--- config.mk ---
export PLATFORM = sky130hd
export DESIGN_NAME = multdiv_issue
export DESIGN_NICKNAME = d
export VERILOG_FILES = /design/src/rtl/multdiv_pkg.sv /design/src/rtl/multdiv_wait_counter.sv /design/src/rtl/multdiv_issue.sv
export SDC_FILE = /design/constraint.sdc
export NUM_CORES = 1
export LEC_CHECK = 0
export ABC_AREA = 0
export BUFFER_PORTS_ARGS = -buffer_cell sky130_fd_sc_hd__buf_2
export CORE_ASPECT_RATIO = 2
export CORE_UTILIZATION = 40
export DETAILED_ROUTE_END_ITERATION = 10
export PLACE_DENSITY = 0.69
export REMOVE_ABC_BUFFERS = 1
export SKIP_LAST_GASP = 1
export SLEW_MARGIN = 20
export SYNTH_ARGS = -nofsm -noshare
export SYNTH_HDL_FRONTEND = slang
export SYNTH_SLANG_ARGS = --single-unit
--- constraint.sdc ---
create_clock -name clk -period 12.2 [get_ports clk]
set_clock_uncertainty 0.15 [all_clocks]
set_input_delay 3.66 -clock clk [delete_from_list [all_inputs] [get_ports clk]]
set_output_delay 3.66 -clock clk [all_outputs]
set_load 0.005 [all_outputs]
--- src/rtl/multdiv_pkg.sv ---
// Shared definitions for the multiply/divide issue block: FSM encoding,
// exception codes written to rstatus, and default parameters.
package multdiv_pkg;

    typedef enum logic [1:0] {
        IDLE  = 2'd0,
        START = 2'd1,
        BUSY  = 2'd2,
        DONE  = 2'd3
    } state_t;

    localparam logic [31:0] EXC_MULT    = 32'd1;
    localparam logic [31:0] EXC_DIV     = 32'd2;
    localparam logic [31:0] EXC_TIMEOUT = 32'd3;

    localparam logic [4:0] RSTATUS_DEFAULT = 5'd30;
    localparam int         TIMEOUT_DEFAULT = 40;

endpackage

--- src/rtl/multdiv_wait_counter.sv ---
// 6-bit wait counter for the BUSY phase; hit flags the last allowed wait cycle.
module multdiv_wait_counter #(
    parameter int TIMEOUT = 40
) (
    input  logic       clk,
    input  logic       reset,
    input  logic       clr,
    input  logic       en,
    output logic [5:0] count,
    output logic       hit
);

    always_ff @(posedge clk or posedge reset) begin
        if (reset) begin
            count <= '0;
        end else if (clr) begin
            count <= '0;
        end else if (en) begin
            count <= count + 6'd1;
        end
    end

    assign hit = (count == 6'(TIMEOUT - 1));

endmodule

--- src/rtl/multdiv_issue.sv ---
// Pipeline-side initiator for the shared mult/div unit: latches a request,
// pulses the start strobe, stalls until completion or timeout, then writes back.
module multdiv_issue
    import multdiv_pkg::*;
#(
    parameter int         DATA_W  = 32,
    parameter int         TIMEOUT = TIMEOUT_DEFAULT,
    parameter logic [4:0] RSTATUS = RSTATUS_DEFAULT
) (
    input  logic              clk,
    input  logic              reset,
    input  logic              is_mult,
    input  logic              is_div,
    input  logic [DATA_W-1:0] operandA,
    input  logic [DATA_W-1:0] operandB,
    input  logic [4:0]        rd,
    input  logic [DATA_W-1:0] data_result,
    input  logic              data_resultRDY,
    input  logic              data_exception,
    output logic              ctrl_MULT,
    output logic              ctrl_DIV,
    output logic [DATA_W-1:0] data_operandA,
    output logic [DATA_W-1:0] data_operandB,
    output logic              stall,
    output logic              wb_valid,
    output logic [4:0]        wb_rd,
    output logic [DATA_W-1:0] wb_data
);

    state_t      state, state_nx;
    logic        req;
    logic        op_mult;
    logic [4:0]  rd_q;
    logic        cnt_clr, cnt_en, cnt_hit;
    logic [5:0]  wait_count;

    assign req = is_mult | is_div;

    multdiv_wait_counter #(.TIMEOUT(TIMEOUT)) u_wait (
        .clk   (clk),
        .reset (reset),
        .clr   (cnt_clr),
        .en    (cnt_en),
        .count (wait_count),
        .hit   (cnt_hit)
    );

    always_ff @(posedge clk or posedge reset) begin
        if (reset) begin
            state <= IDLE;
        end else begin
            state <= state_nx;
        end
    end

    always_comb begin
        state_nx = state;
        case (state)
            IDLE:    if (req) state_nx = START;
            START:   state_nx = BUSY;
            BUSY:    if (data_resultRDY || cnt_hit) state_nx = DONE;
            DONE:    state_nx = IDLE;
            default: state_nx = IDLE;
        endcase
    end

    // Stall is combinational on the IDLE request so the instruction is frozen from its first cycle.
    always_comb begin
        stall   = (state == START) || (state == BUSY) || ((state == IDLE) && req);
        cnt_clr = (state == START);
        cnt_en  = (state == BUSY) && (wait_count != 6'h3F);
    end

    always_ff @(posedge clk or posedge reset) begin
        if (reset) begin
            ctrl_MULT     <= 1'b0;
            ctrl_DIV      <= 1'b0;
            data_operandA <= '0;
            data_operandB <= '0;
            op_mult       <= 1'b0;
            rd_q          <= '0;
            wb_valid      <= 1'b0;
            wb_rd         <= '0;
            wb_data       <= '0;
        end else begin
            ctrl_MULT <= 1'b0;
            ctrl_DIV  <= 1'b0;
            wb_valid  <= 1'b0;
            case (state)
                IDLE: begin
                    if (req) begin
                        data_operandA <= operandA;
                        data_operandB <= operandB;
                        rd_q          <= rd;
                        op_mult       <= is_mult;
                        ctrl_MULT     <= is_mult;
                        ctrl_DIV      <= ~is_mult;
                    end
                end
                BUSY: begin
                    // A completion in the last wait cycle beats the timeout.
                    if (data_resultRDY) begin
                        wb_valid <= 1'b1;
                        if (data_exception) begin
                            wb_rd   <= RSTATUS;
                            wb_data <= op_mult ? DATA_W'(EXC_MULT) : DATA_W'(EXC_DIV);
                        end else begin
                            wb_rd   <= rd_q;
                            wb_data <= data_result;
                        end
                    end else if (cnt_hit) begin
                        wb_valid <= 1'b1;
                        wb_rd    <= RSTATUS;
                        wb_data  <= DATA_W'(EXC_TIMEOUT);
                    end
                end
                default: ;
            endcase
        end
    end

endmodule

==> impl_metrics.tcl <==
set metrics [dict create \
    fin_crit_ns 8.65 \
    timing.critical_path.fanout_max 70 \
    status "finished, final reports clean" \
    ys_warn_count 0 \
    cellPowerDensity_mw_per_mm2 265 \
    static-leakage-power_nw 3.19 \
    yosysUniqueCellTypes 38 \
    worstSetupEndpointType "output pin" \
    clock_tree.htree_level_count 4 \
    combPwrFrac_pct 33.6 \
    grt_overflow_total 0 \
    relSlewSlack_pct 41.9 \
    post-route-drc-count 0 \
    clk_path_buf_depth 2 \
    drtPass1Iterations 4 \
    slew_violations 0 \
    avgViaCountPerCell 5.01 \
    synthArstFlopShare_pct 100 \
    hpwlAfterDp_um 7770 \
    initial_antenna_violation_count 0 \
    final_min_period_over_clock_period_pct 70.9 \
    power.clock.fraction_pct 27.0 \
    grt_start_max_net_pins 71 \
    post_route_cells_drive_above_1_share_pct 58.6 \
    count_of_boundary_i_o_pins 212 \
    postLayoutCoreUtil_pct 55.1 \
    post_synth_instance_area_mm2 0.00482 \
    internal-power_w 0.00121 \
    timing_hold_violations_final 0 \
    setup_viol_count_final 0 \
    cts_bufs_inserted 17 \
    clock_insertion_delay_worst_skew_ns 0.40 \
    worst-setup-path-type "in -> out" \
    switching_share_pct 29.6 \
    proportion_of_synthesized_chip_area_in_sequential_cells_pct 61.2 \
    clk_pin_slew_worst_setup_hold_paths_ns 0.05 \
    ys_seq_elements 118 \
    synth-edff-count 0 \
    postSynthCellCount 337 \
    timing.hold.worst_path_depth 1 \
    worst_r2r_path_depth 5 \
    dp_slack_ns 3.49 \
    p_seq_share_pct 39.4 \
    post_cts_buffers 0 \
    type_of_the_tightest_min_delay_check "reg -> reg" \
    timing.max_cap.violations 0 \
    die_w_um 79.7 \
    first_pass_grt_wire_length_um 16900 \
    cp.arrival_ns 4.84 \
    clock_sink_count 118 \
    floorplan.core_area_mm2 0.0118 \
    layout.cell_area.non_filler_mm2 0.00649 \
    postPlaceCellArea_mm2 0.00592 \
    routed-via-count 3525 \
    drt-total-wl_um 10900 \
    finish.cell_count_without_fillers 703 \
    initialDrtViolationCount 132 \
    irDropWorstVdd_mv 0.149 \
    grt_setup_unrepaired "no" \
    setup-tns-final_ns 0 \
    clock-root-buffer "sky130_fd_sc_hd__clkbuf_16" \
    total_switching_power_w 0.000509 \
    fillerInstances 1016 \
    post_cts_hold_buffer_count 0 \
    die_y_um 157 \
    ctsResizeCount 0 \
    ys_dominant_reg_cell "sky130_fd_sc_hd__dfrtp_1" \
    setup_ws_ns 3.55 \
    startpoint_type "input port" \
    final_nets 657 \
    fp.dieArea_mm2 0.0125 \
    final_gp_congestion 0.773 \
    clock.fmax_mhz 116 \
    placement.io_buffers 211 \
    crit_required_ns 8.39 \
    worst_pin_slew_ns 0.871 \
    ant_nets 0 \
    cts_tree "done" \
    start_util_pct 41.0 \
    post_drt_wl_per_cell_um 15.5 \
    via_count_of_the_first_global_routing_pass 3522 \
    area.growth.synth_to_final_pct 34.5 \
    all_layer_gr_usage_pct 18.0 \
    placedCellCount 672 \
    synth_area_per_cell_um2 14.3 \
    floorplan.rows 56 \
    antenna_cells_inserted 0 \
]
## Yosys cell counts (2+ instances only)
| cell type | instances | area share, % |
|---|---|---|
| sky130_fd_sc_hd__a21oi_1 | 6 | 0.62 |
| sky130_fd_sc_hd__a31o_1 | 24 | 4.4 |
| sky130_fd_sc_hd__a31o_2 | 7 | 1.3 |
| sky130_fd_sc_hd__and2_1 | 2 | 0.26 |
| sky130_fd_sc_hd__buf_2 | 3 | 0.31 |
| sky130_fd_sc_hd__buf_4 | 7 | 1.1 |
| sky130_fd_sc_hd__buf_6 | 6 | 1.4 |
| sky130_fd_sc_hd__clkbuf_1 | 5 | 0.39 |
| sky130_fd_sc_hd__dfrtp_1 | 118 | 61 |
| sky130_fd_sc_hd__ha_1 | 4 | 1.0 |
| sky130_fd_sc_hd__inv_1 | 3 | 0.23 |
| sky130_fd_sc_hd__mux2_2 | 70 | 16 |
| sky130_fd_sc_hd__mux2i_1 | 2 | 0.41 |
| sky130_fd_sc_hd__nand2_1 | 5 | 0.39 |
| sky130_fd_sc_hd__nand2b_1 | 3 | 0.39 |
| sky130_fd_sc_hd__nand3_1 | 3 | 0.31 |
| sky130_fd_sc_hd__nor2_1 | 12 | 0.93 |
| sky130_fd_sc_hd__nor3_1 | 5 | 0.52 |
| sky130_fd_sc_hd__nor3b_1 | 31 | 4.8 |
| sky130_fd_sc_hd__o21ai_0 | 3 | 0.31 |
## kinds of logic (layout without fill, tap and decap cells)
family          count (synthesis)  count (layout)  synth area share [%]
buf+inv                        26             247                  3.79
flops                         118             118                  61.2
fa+ha+maj                       4               4                  1.04
simple gates                   68              68                  9.08
xor+xnor                        1               1                 0.182
mux                            72              72                  16.8
compound gates                 48              48                  7.96
## state kept, by name, indices dropped and copies added, names as in the netlist
signal,cells
ctrl_DIV,1
data_operandA,32
ctrl_MULT,1
wb_data,32
state,2
wb_valid,1
u_wait.count,6
rd_q,5
op_mult,1
data_operandB,32
wb_rd,5
## layer usage
metal / routed length, um / up-vias / track usage [%]
met2: 6040 / 135 / 31.3
met5: 0 / - / 0
li1: - / 1633 / -
met3: 492 / 31 / 4.93
met4: 411 / 0 / 10.5
met1: 3960 / 1726 / 18.9
## worst max-delay path, stage by stage
cell and delay, ns:
sky130_fd_sc_hd__buf_2 0.13, sky130_fd_sc_hd__o21ai_4 0.13, sky130_fd_sc_hd__buf_4 0.65, sky130_fd_sc_hd__nand2b_1 0.11
sky130_fd_sc_hd__buf_2 0.16
## per-stage QoR
stage | hold WS [ns] | power [W]
after floorplan | 0.300 | 0.00101
after global placement | 0.328 | 0.00124
after detailed placement | 0.337 | 0.00127
after CTS | 0.348 | 0.00174
after global routing | 0.358 | 0.00184
final | 0.344 | 0.00172
## worst paths after layout
| path | startpoint | end | slack [ns] |
|---|---|---|---|
| min | wb_data[11]$_DFFE_PP0P_ | wb_data[11]$_DFFE_PP0P_ | 0.34 |
| min in group asynchronous | reset | data_operandA[22]$_DFFE_PP0P_ | 3.18 |
| max reg2reg | state[0]$_DFFE_PP0P_ | data_operandA[5]$_DFFE_PP0P_ | 9.96 |
| max | is_div | stall | 3.55 |
| min reg2reg | wb_data[11]$_DFFE_PP0P_ | wb_data[11]$_DFFE_PP0P_ | 0.34 |
| max in group asynchronous | reset | data_operandB[31]$_DFFE_PP0P_ | 7.44 |
## area by class of cell
cell class / instances / area [um2] / share of cell area (%)
Inverter: 3 / 13.8 / 0.212
Tap cell: 145 / 181 / 2.80
Sequential cell: 118 / 2950 / 45.5
Clock buffer: 23 / 488 / 7.52
Clock inverter: 8 / 73.8 / 1.14
Multi-Input combinational cell: 193 / 1710 / 26.3
Timing Repair Buffer: 213 / 1070 / 16.5
## power by group through the flow
stage | clock network, W | logic, W | registers, W
final | 0.000465 | 0.000578 | 0.000679
after global routing | 0.000497 | 0.000636 | 0.000703
after CTS | 0.000476 | 0.000588 | 0.000679
after detailed placement | 0 | 0.000588 | 0.000683
after global placement | 0 | 0.000570 | 0.000673
after floorplan | 0 | 0.000319 | 0.000694
## cells in the final DEF (no fill, tap or decap), types with 3 or more instances in the layout
master and instances:
sky130_fd_sc_hd__buf_2 211, sky130_fd_sc_hd__a21oi_1 6, sky130_fd_sc_hd__mux2_2 70, sky130_fd_sc_hd__clkbuf_8 4, sky130_fd_sc_hd__ha_1 4, sky130_fd_sc_hd__dfrtp_1 118
sky130_fd_sc_hd__nand2b_1 3, sky130_fd_sc_hd__nand2_1 4, sky130_fd_sc_hd__o21ai_0 3, sky130_fd_sc_hd__clkbuf_16 17, sky130_fd_sc_hd__clkinv_2 4, sky130_fd_sc_hd__nor3b_1 31
sky130_fd_sc_hd__nor2_1 12, sky130_fd_sc_hd__nand3_1 3, sky130_fd_sc_hd__a31o_2 7, sky130_fd_sc_hd__nor3_1 5, sky130_fd_sc_hd__a31o_1 24
No activity file was read; power rests on OpenSTA's default activity.
